$ cat src/rtl/usb_pkt_pkg.sv
// Shared USB 1.1 packet constants: PID codes, byte-transmitter control codes,
// packet-builder FSM states and the PID-to-packet-class mapping.
package usb_pkt_pkg;

    localparam logic [3:0] PID_RSVD  = 4'h0;
    localparam logic [3:0] PID_OUT   = 4'h1;
    localparam logic [3:0] PID_ACK   = 4'h2;
    localparam logic [3:0] PID_DATA0 = 4'h3;
    localparam logic [3:0] PID_SOF   = 4'h5;
    localparam logic [3:0] PID_IN    = 4'h9;
    localparam logic [3:0] PID_NAK   = 4'hA;
    localparam logic [3:0] PID_DATA1 = 4'hB;
    localparam logic [3:0] PID_PRE   = 4'hC;
    localparam logic [3:0] PID_SETUP = 4'hD;
    localparam logic [3:0] PID_STALL = 4'hE;

    localparam logic [1:0] CTRL_DATA       = 2'b00;
    localparam logic [1:0] CTRL_START      = 2'b01;
    localparam logic [1:0] CTRL_STOP       = 2'b10;
    localparam logic [1:0] CTRL_START_STOP = 2'b11;

    typedef enum logic [1:0] {
        ST_IDLE,
        ST_PID,
        ST_B1,
        ST_B2
    } tx_state_t;

    // TOKEN: PID + field + CRC5; SINGLE: lone PID byte framed START+STOP;
    // DATA: PID byte opens the packet, the data path closes it.
    typedef enum logic [1:0] {
        CLS_TOKEN,
        CLS_SINGLE,
        CLS_DATA
    } pkt_class_t;

    function automatic pkt_class_t pid_class(input logic [3:0] pid);
        case (pid)
            PID_OUT, PID_IN, PID_SOF, PID_SETUP: pid_class = CLS_TOKEN;
            PID_DATA0, PID_DATA1:                pid_class = CLS_DATA;
            default:                             pid_class = CLS_SINGLE;
        endcase
    endfunction

endpackage

$ cat src/rtl/usb_crc5.sv
// Combinational USB token CRC5 over an 11-bit field, LSB first, result inverted.
module usb_crc5 (
    input  logic [10:0] i_data,
    output logic [4:0]  o_crc
);
    logic [4:0] w_c;
    logic       w_fb;

    always_comb begin
        w_c  = 5'b11111;
        w_fb = 1'b0;
        for (int i = 0; i < 11; i++) begin
            w_fb = w_c[4] ^ i_data[i];
            w_c  = {w_c[3:0], 1'b0} ^ (w_fb ? 5'b00101 : 5'b00000);
        end
        o_crc = ~w_c;
    end

endmodule

$ cat src/rtl/send_packet_builder.sv
// Serialises USB packet headers (token / handshake / data PID) into the byte
// transmitter stream, one byte per accepted txByteRdy cycle.
module send_packet_builder
    import usb_pkt_pkg::*;
(
    input  logic        clk,
    input  logic        rst,
    input  logic        sendPacketWEn,
    input  logic [3:0]  sendPacketPID,
    input  logic [6:0]  txAddr,
    input  logic [3:0]  txEndP,
    input  logic [10:0] frameNum,
    output logic        sendPacketRdy,
    input  logic        txByteRdy,
    output logic        txByteWEn,
    output logic [7:0]  txByte,
    output logic [1:0]  txByteCtrl
);
    tx_state_t  r_state;
    tx_state_t  w_next;
    logic [3:0] r_pid;
    logic [10:0] r_field;
    pkt_class_t r_cls;
    logic [4:0] w_crc;
    logic       w_busy;
    logic       w_accept;
    logic       w_wr;

    assign sendPacketRdy = (r_state == ST_IDLE) && !rst;
    assign w_accept      = sendPacketRdy && sendPacketWEn;
    assign w_busy        = (r_state != ST_IDLE);
    assign txByteWEn     = w_busy && txByteRdy && !rst;
    assign w_wr          = txByteWEn;

    usb_crc5 u_crc5 (
        .i_data (r_field),
        .o_crc  (w_crc)
    );

    always_ff @(posedge clk) begin
        if (rst) r_state <= ST_IDLE;
        else     r_state <= w_next;
    end

    // Header fields are captured once and held for the whole packet.
    always_ff @(posedge clk) begin
        if (w_accept) begin
            r_pid   <= sendPacketPID;
            r_field <= (sendPacketPID == PID_SOF) ? frameNum : {txEndP, txAddr};
            r_cls   <= pid_class(sendPacketPID);
        end
    end

    always_comb begin
        w_next     = r_state;
        txByte     = 8'h00;
        txByteCtrl = CTRL_DATA;
        case (r_state)
            ST_IDLE: begin
                if (w_accept) w_next = ST_PID;
            end
            ST_PID: begin
                txByte = {~r_pid, r_pid};
                case (r_cls)
                    CLS_TOKEN: begin
                        txByteCtrl = CTRL_START;
                        if (w_wr) w_next = ST_B1;
                    end
                    CLS_DATA: begin
                        txByteCtrl = CTRL_START;
                        if (w_wr) w_next = ST_IDLE;
                    end
                    default: begin
                        txByteCtrl = CTRL_START_STOP;
                        if (w_wr) w_next = ST_IDLE;
                    end
                endcase
            end
            ST_B1: begin
                txByte     = r_field[7:0];
                txByteCtrl = CTRL_DATA;
                if (w_wr) w_next = ST_B2;
            end
            ST_B2: begin
                txByte     = {w_crc[0], w_crc[1], w_crc[2], w_crc[3], w_crc[4], r_field[10:8]};
                txByteCtrl = CTRL_STOP;
                if (w_wr) w_next = ST_IDLE;
            end
            default: w_next = ST_IDLE;
        endcase
    end

endmodule
$ cat config.mk
export PLATFORM = sky130hd
export DESIGN_NAME = send_packet_builder
export DESIGN_NICKNAME = d
export VERILOG_FILES = /design/src/rtl/usb_pkt_pkg.sv /design/src/rtl/usb_crc5.sv /design/src/rtl/send_packet_builder.sv
export SDC_FILE = /design/constraint.sdc
export NUM_CORES = 1
export LEC_CHECK = 0
export CORE_MARGIN = 5
export CORE_UTILIZATION = 60
export DETAILED_ROUTE_END_ITERATION = 6
export DONT_BUFFER_PORTS = 1
export HOLD_SLACK_MARGIN = 0.05
export PLACE_DENSITY = 0.76
export SLEW_MARGIN = 10
export SYNTH_ARGS = -nofsm -noshare
export SYNTH_HDL_FRONTEND = slang
export SYNTH_SLANG_ARGS = --single-unit
$ cat constraint.sdc
create_clock -name clk -period 2.2 [get_ports clk]
set_clock_uncertainty 0.15 [all_clocks]
set_input_delay 0.44 -clock clk [delete_from_list [all_inputs] [get_ports clk]]
set_output_delay 0.44 -clock clk [all_outputs]
set_load 0.01 [all_outputs]
==> flow_summary_export.csv, run 1 <==
group,metric,value,unit
status,status,"finished with violations",
status,violations,"setup timing",
setup_path,required,1.61,ns
setup_path,worstSetupStartpoint,"r_field[3]",
setup_path,r2r_slack,0.63,ns
sta,fin_crit,2.43,ns
routing,wl,2.12,mm
setup_path,worstPathMaxFanout,2,
synthesis,synth.distinct_cells,28,
floorplan,core_area,1760,um^2
synthesis,synthCells,92,
sta,setup_viol,5,
power_and_ir_drop,peakVddDrop,0.000485,V
hold_path,min_from,"sendPacketPID[3]",
routing,wl_per_cell,16.3,um
power_and_ir_drop,power.density,563,nW/um^2
hold_path,hold_path_class,"input port to register",
global_route,grt_pass1_wl,3.59,mm
synthesis,synth_seq_cells,19,
cts,clk_path_buf_depth,2,
sta,setup_ws,-0.234,ns
sta,maxSlewHeadroom,0.720,
synthesis,synth.net_count,122,
global_route,grt.total_usage,0.178,
floorplan,die_w,53.6,um
finish,n_fill_cell,124,
floorplan,die-height,53.6,um
power_and_ir_drop,p_seq_frac,0.563,
power_and_ir_drop,p_int,582,uW
routing,vias,736,
setup_path,r2r-start,"r_state[0]",
synthesis,synth_compound_area_frac,0.0964,
synthesis,synth_fa_ha_area_frac,0,
finish,layout_common_cells,"edfxtp_1 (17), mux2_1 (15), buf_4 (12)",
placement,port_buffers,0,
placement,dpl-instance-area,1230,um^2
setup_path,start_kind,"register",
synthesis,synthXorXnorAreaFrac,0.158,
routing,drc,0,
routing,dr.first_iter.drc_count,15,
setup_path,critPathKind,"register to output port",
routing,ant_nets,0,
sta,slew_violations,0,
power_and_ir_drop,p_clk_frac,0.215,
cts,numCtsBuffers,3,
routing,drt_pass1_iterations,4,
sta,finalHoldViolCount,0,
synthesis,yosys.area_share.simple,0.0953,
cts,cts-root-buf,"clkbuf_4",
power_and_ir_drop,p_leak,0.530,nW
synthesis,synth-seq-area-share,0.482,
finish,antennaDiodeCount,0,
routing,vias_per_cell,5.66,
run,max_cap_violations,0,
cts,cts_tree,"yes",
sta,tightest_slew,0.419,ns
sta,finalCritPeriodShare,1.11,
setup_path,critPathArrivalTime,1.84,ns
power_and_ir_drop,power.share.combinational,0.222,
floorplan,rows,15,
placement,place_congestion,0.837,
finish,syn2layout_area_growth,20.2,%
sta,rsz0062_at_grt,"yes",
synthesis,synthesis.area,1140,um^2
sta,holdWs,0.0965,ns
global_route,grt_overflow,0,
synthesis,avgSynthCellArea,12.4,um^2
cts,cts_sinks,19,
cts,htreeDepth,1,
placement,dp_hpwl,1.62,mm
finish,final_common_cell,"edfxtp_1",
sta,fmax,411,MHz
global_route,antenna_found_initial,0,
cts,clk_latency,0.28,ns
floorplan,pin_count,42,
cts,clk_pin_slew,0.10,ns
finish,num-nets-final,136,
floorplan,dieArea,2880,um^2
synthesis,synth.yosys.warnings,0,
power_and_ir_drop,switchingPower,190,uW
synthesis,synth_top_family_by_area,"XOR/XNOR gates",
global_route,grt_max_degree,18,
power_and_ir_drop,switching_share,0.247,
finish,drive_gt1_frac,0.286,
synthesis,synthMuxAreaShare,0.148,
floorplan,start_util,0.648,
global_route,grt_pass1_vias,832,
setup_path,critPathCaptureType,"output port",
finish,final_cell_area,1370,um^2
## final timing paths
path | cells past startpoint | to
setup / recovery | 4 | txByte[4]
hold reg to reg | 3 | r_state[1]
setup reg to reg | 3 | r_pid[1]
hold / removal | 0 | r_pid[3]
## cell type report
| cell class | count | area [um^2] | share of cell area |
|---|---|---|---|
| Timing Repair Buffer | 14 | 110 | 0.0802 |
| Sequential cell | 19 | 552 | 0.402 |
| Clock buffer | 4 | 26.3 | 0.0191 |
| Tap cell | 25 | 31.3 | 0.0228 |
| Multi-Input combinational cell | 67 | 649 | 0.473 |
| Inverter | 1 | 3.75 | 0.00273 |
## synthesized netlist by cell type (all sizes together)
library cell	instances	area, um^2
nand2	6	22.5
xnor3	3	67.6
nor2	7	26.3
xnor2	9	86.3
nor3	1	5.00
nor4	1	6.26
nor4bb	1	10.0
o2bb2ai	1	8.76
o21ai	3	15.0
and2	2	12.5
inv	1	3.75
a32o	1	10.0
edfxtp	17	510
buf	1	5.00
a221o	2	20.0
a21oi	3	15.0
xor2	3	26.3
clkbuf	4	15.0
nor3b	1	7.51
a21o	1	7.51
dfxtp	2	40.0
mux2	15	169
a22o	3	26.3
nor2b	2	12.5
nand2b	1	6.26
o21a	1	7.51
## repair_timing
item / in CTS / in global routing
gates resized for setup: 11 / 2
hold endpoints to repair: 1 / 1
setup buffers: 3 / 0
gates cloned: 0 / 0
setup endpoints to repair: 5 / 9
pin swaps: 11 / 1
hold buffers: 1 / 1
## state kept, by name (all words and copies together), names as in the netlist
name,cells
r_field,11
r_pid,4
r_cls,2
r_state,2
## power by group through the flow
stage | logic (mW) | clock network [mW] | registers, mW
2_1_floorplan | 0.122 | 0 | 0.429
3_3_place_gp | 0.143 | 0 | 0.438
3_5_place_dp | 0.147 | 0 | 0.439
4_1_cts | 0.168 | 0.173 | 0.434
5_1_grt | 0.185 | 0.191 | 0.438
6_report | 0.171 | 0.166 | 0.435
## through the flow
step / setup TNS, ns / setup WS (ns) / std cells / power (mW) / utilization
floorplan: 0 / 0.0480 / 92 / 0.551 / -
global placement: 0 / 0.0613 / 121 / 0.582 / 0.696
detailed placement: -0.0214 / -0.0214 / 121 / 0.587 / 0.696
CTS: -0.723 / -0.274 / 129 / 0.775 / 0.767
global route: -1.12 / -0.320 / 130 / 0.815 / 0.778
finish: -0.621 / -0.234 / 130 / 0.772 / 0.778
## metal layers
| layer | wire (um) | share of wire | up-vias | GRT usage |
|---|---|---|---|---|
| met5 | 0 | 0 | - | 0 |
| met2 | 1090 | 0.51 | 37 | 0.292 |
| li1 | - | - | 362 | - |
| met4 | 21 | 0.0099 | 0 | 0.0894 |
| met1 | 859 | 0.41 | 335 | 0.213 |
| met3 | 147 | 0.069 | 2 | 0.0499 |
## cells by family after synthesis
group,after synthesis
compound gates,15
buf+inv,6
flops,19
simple gates,22
xor+xnor,15
mux,15
## worst max-delay path: stages (launching register included)
cell	delay, ns
edfxtp_1	0.44
xor2_2	0.26
xnor2_2	0.16
xnor3_1	0.34
a221o_1	0.36
Power figures use the tool's default switching activity.
==> inputs of run 2 (changes only) <==
ABC_CLOCK_PERIOD_IN_PS = 2200   (was unset)
==> results of run 2 <==
No change in the layout: final DEF, timing and power equal those of run 1.
==> inputs of run 3 (changes only) <==
ABC_AREA = 1   (was unset)
==> flow_summary_export.csv, run 3 <==
group,metric,value,unit
routing,vias,1094,
finish,largest_register_ffs,11,
sta,fin_crit,2.21,ns
sta,finalHoldViolCount,0,
hold_path,holdPathEnd,"r_pid[0]",
synthesis,synth_commonest_cells,"nand2_1 (54), inv_1 (24), edfxtp_1 (17)",
cts,cts_tree,"yes",
floorplan,start_util,0.639,
finish,antennaDiodeCount,0,
finish,largest_register,"r_field",
sta,tightest_slew,0.526,ns
placement,port_buffers,0,
floorplan,die-height,56.2,um
global_route,grt_use_met3,0.0510,
synthesis,async_reset_ff_frac,0,
sta,finalCritPeriodShare,1.00,
synthesis,synthesis.area,1280,um^2
synthesis,yosysMostFrequentCell,"nand2_1",
synthesis,synth-edff-count,17,
global_route,grt_use_met1,0.235,
global_route,antenna_found_initial,0,
sta,maxSlewHeadroom,0.648,
routing,dr.first_iter.drc_count,43,
synthesis,synth_seq_cells,19,
finish,num-nets-final,199,
setup_path,r2r_cells,4,
power_and_ir_drop,p_leak,0.643,nW
cts,clk_path_buf_depth,2,
global_route,top_usage_layer,"met2",
finish,n_fill_cell,158,
sta,setup_ws,-0.00765,ns
global_route,grt_pass1_vias,1019,
global_route,use_met2,0.269,
floorplan,dieArea,3150,um^2
power_and_ir_drop,peakVddDrop,0.000495,V
finish,syn2layout_area_growth,13.4,%
synthesis,synth.yosys.warnings,0,
sta,rsz0062_at_grt,"yes",
global_route,grt_pass1_wl,4.47,mm
synthesis,avgSynthCellArea,7.94,um^2
global_route,grt.total_usage,0.178,
sta,slew_violations,0,
hold_path,holdPathStages,0,
cts,clk_latency,0.29,ns
floorplan,core_area,2000,um^2
run,max_cap_violations,0,
synthesis,synthCells,161,
global_route,grt_overflow,0,
setup_path,start_kind,"register",
synthesis,synth_top_area_frac,0.399,
routing,wl,2.88,mm
sta,setup_viol,3,
cts,clk_pin_slew,0.10,ns
synthesis,synth-seq-area-share,0.431,
placement,place_congestion,0.886,
status,violations,"setup timing",
power_and_ir_drop,power.density,540,nW/um^2
routing,ant_nets,0,
synthesis,synth.net_count,191,
synthesis,synth_area_leader_cell,"edfxtp_1",
placement,pre_cts_ws,0.321,ns
finish,reg.largest.list,"r_field x11, r_pid x4",
sta,fmax,453,MHz
cts,cts-root-buf,"clkbuf_4",
cts,htreeDepth,1,
sta,setup_tns,-0.0128,ns
setup_path,required,1.61,ns
finish,final_cell_area,1450,um^2
synthesis,synthFlopType,"edfxtp_1",
routing,vias_per_cell,5.61,
setup_path,critPathCaptureType,"output port",
setup_path,worstPathMaxFanout,5,
finish,final_common_cell,"nand2_1",
routing,drt_pass1_iterations,4,
placement,dp_hpwl,2.22,mm
routing,wl_per_cell,14.8,um
floorplan,die_w,56.2,um
floorplan,rows,16,
routing,drc,0,
finish,drive_gt1_frac,0.315,
setup_path,critPathArrivalTime,1.62,ns
floorplan,pin_count,42,
synthesis,synth.distinct_cells,24,
hold_path,hold_path_class,"input port to register",
placement,dpl-instance-area,1320,um^2
setup_path,r2r_slack,0.79,ns
cts,numCtsBuffers,3,
status,status,"finished with violations",
finish,layout_common_cells,"nand2_1 (42), inv_1 (21), edfxtp_1 (17)",
synthesis,synth.area.top_cells,"edfxtp_1 (40%), nand2_1 (16%), mux2_2 (9.7%)",
global_route,grt_max_degree,18,
setup_path,r2r-start,"r_state[1]",
setup_path,r2r-end,"r_pid[1]",
setup_path,critPathKind,"register to output port",
cts,cts_sinks,19,
hold_path,min_from,"sendPacketPID[0]",
power_and_ir_drop,power,783,uW
-- run 3: what timing repair did --
| action | CTS | global route |
|---|---|---|
| hold buffers | 0 | 0 |
| endpoints found under the setup margin | 1 | 8 |
| gates resized for setup | 1 | 26 |
| hold endpoints to repair | 0 | 0 |
| pin swaps | 0 | 15 |
| buffers inserted | 0 | 3 |
-- run 3: worst max-delay path, stage by stage (launching register included) --
cell and delay (ns):
edfxtp_1 0.49, nand2_1 0.12, inv_1 0.04, nor2_1 0.11, nand2_1 0.11, nand2_2 0.10, nand2_2 0.07, nand2_2 0.08
nand2_1 0.05, o211ai_1 0.15
-- run 3: report_power, final --
group	internal, mW	switching (mW)
logic	0.0654	0.111
clock network	0.0705	0.101
registers	0.416	0.0187
-- run 3: final cells by class --
| type | instances | area [um^2] | area share |
|---|---|---|---|
| clock buffer | 4 | 26.3 | 0.0181 |
| sequential | 19 | 552 | 0.381 |
| multi-input combinational | 115 | 709 | 0.489 |
| timing repair buffer | 4 | 30.0 | 0.0207 |
| tap | 27 | 33.8 | 0.0233 |
| inverter | 26 | 98.8 | 0.0682 |
-- run 3: worst max-delay path by stage --
stage	start	to	slack, ns	cells past startpoint
2_1_floorplan	sendPacketWEn	r_cls[0]	0.44	2
3_3_place_gp	r_field[1]	txByte[4]	0.37	11
3_5_place_dp	r_field[3]	txByte[5]	0.32	5
4_1_cts	r_field[1]	txByte[4]	0.01	11
5_1_grt	r_field[1]	txByte[4]	-0.15	11
6_report	r_field[0]	txByte[6]	-0.008	9
-- run 3: logic make-up after synthesis --
family	synth area share
xor+xnor	0.0343
simple gates	0.287
mux	0.0969
compound gates	0.0685
flops	0.431
buf+inv	0.0832
-- run 3: layer usage --
layer	up-vias	wire length, um
met5	-	0
met4	0	39
li1	543	-
met1	499	1250
met2	48	1380
met3	4	214
-- run 3: per-stage QoR --
stage	cells	util	hold slack, ns
floorplan	161	-	0.354
CTS	192	0.675	0.0828
global placement	188	0.658	0.363
global route	195	0.724	0.0733
finish	195	0.724	0.0889
detailed placement	188	0.658	0.376
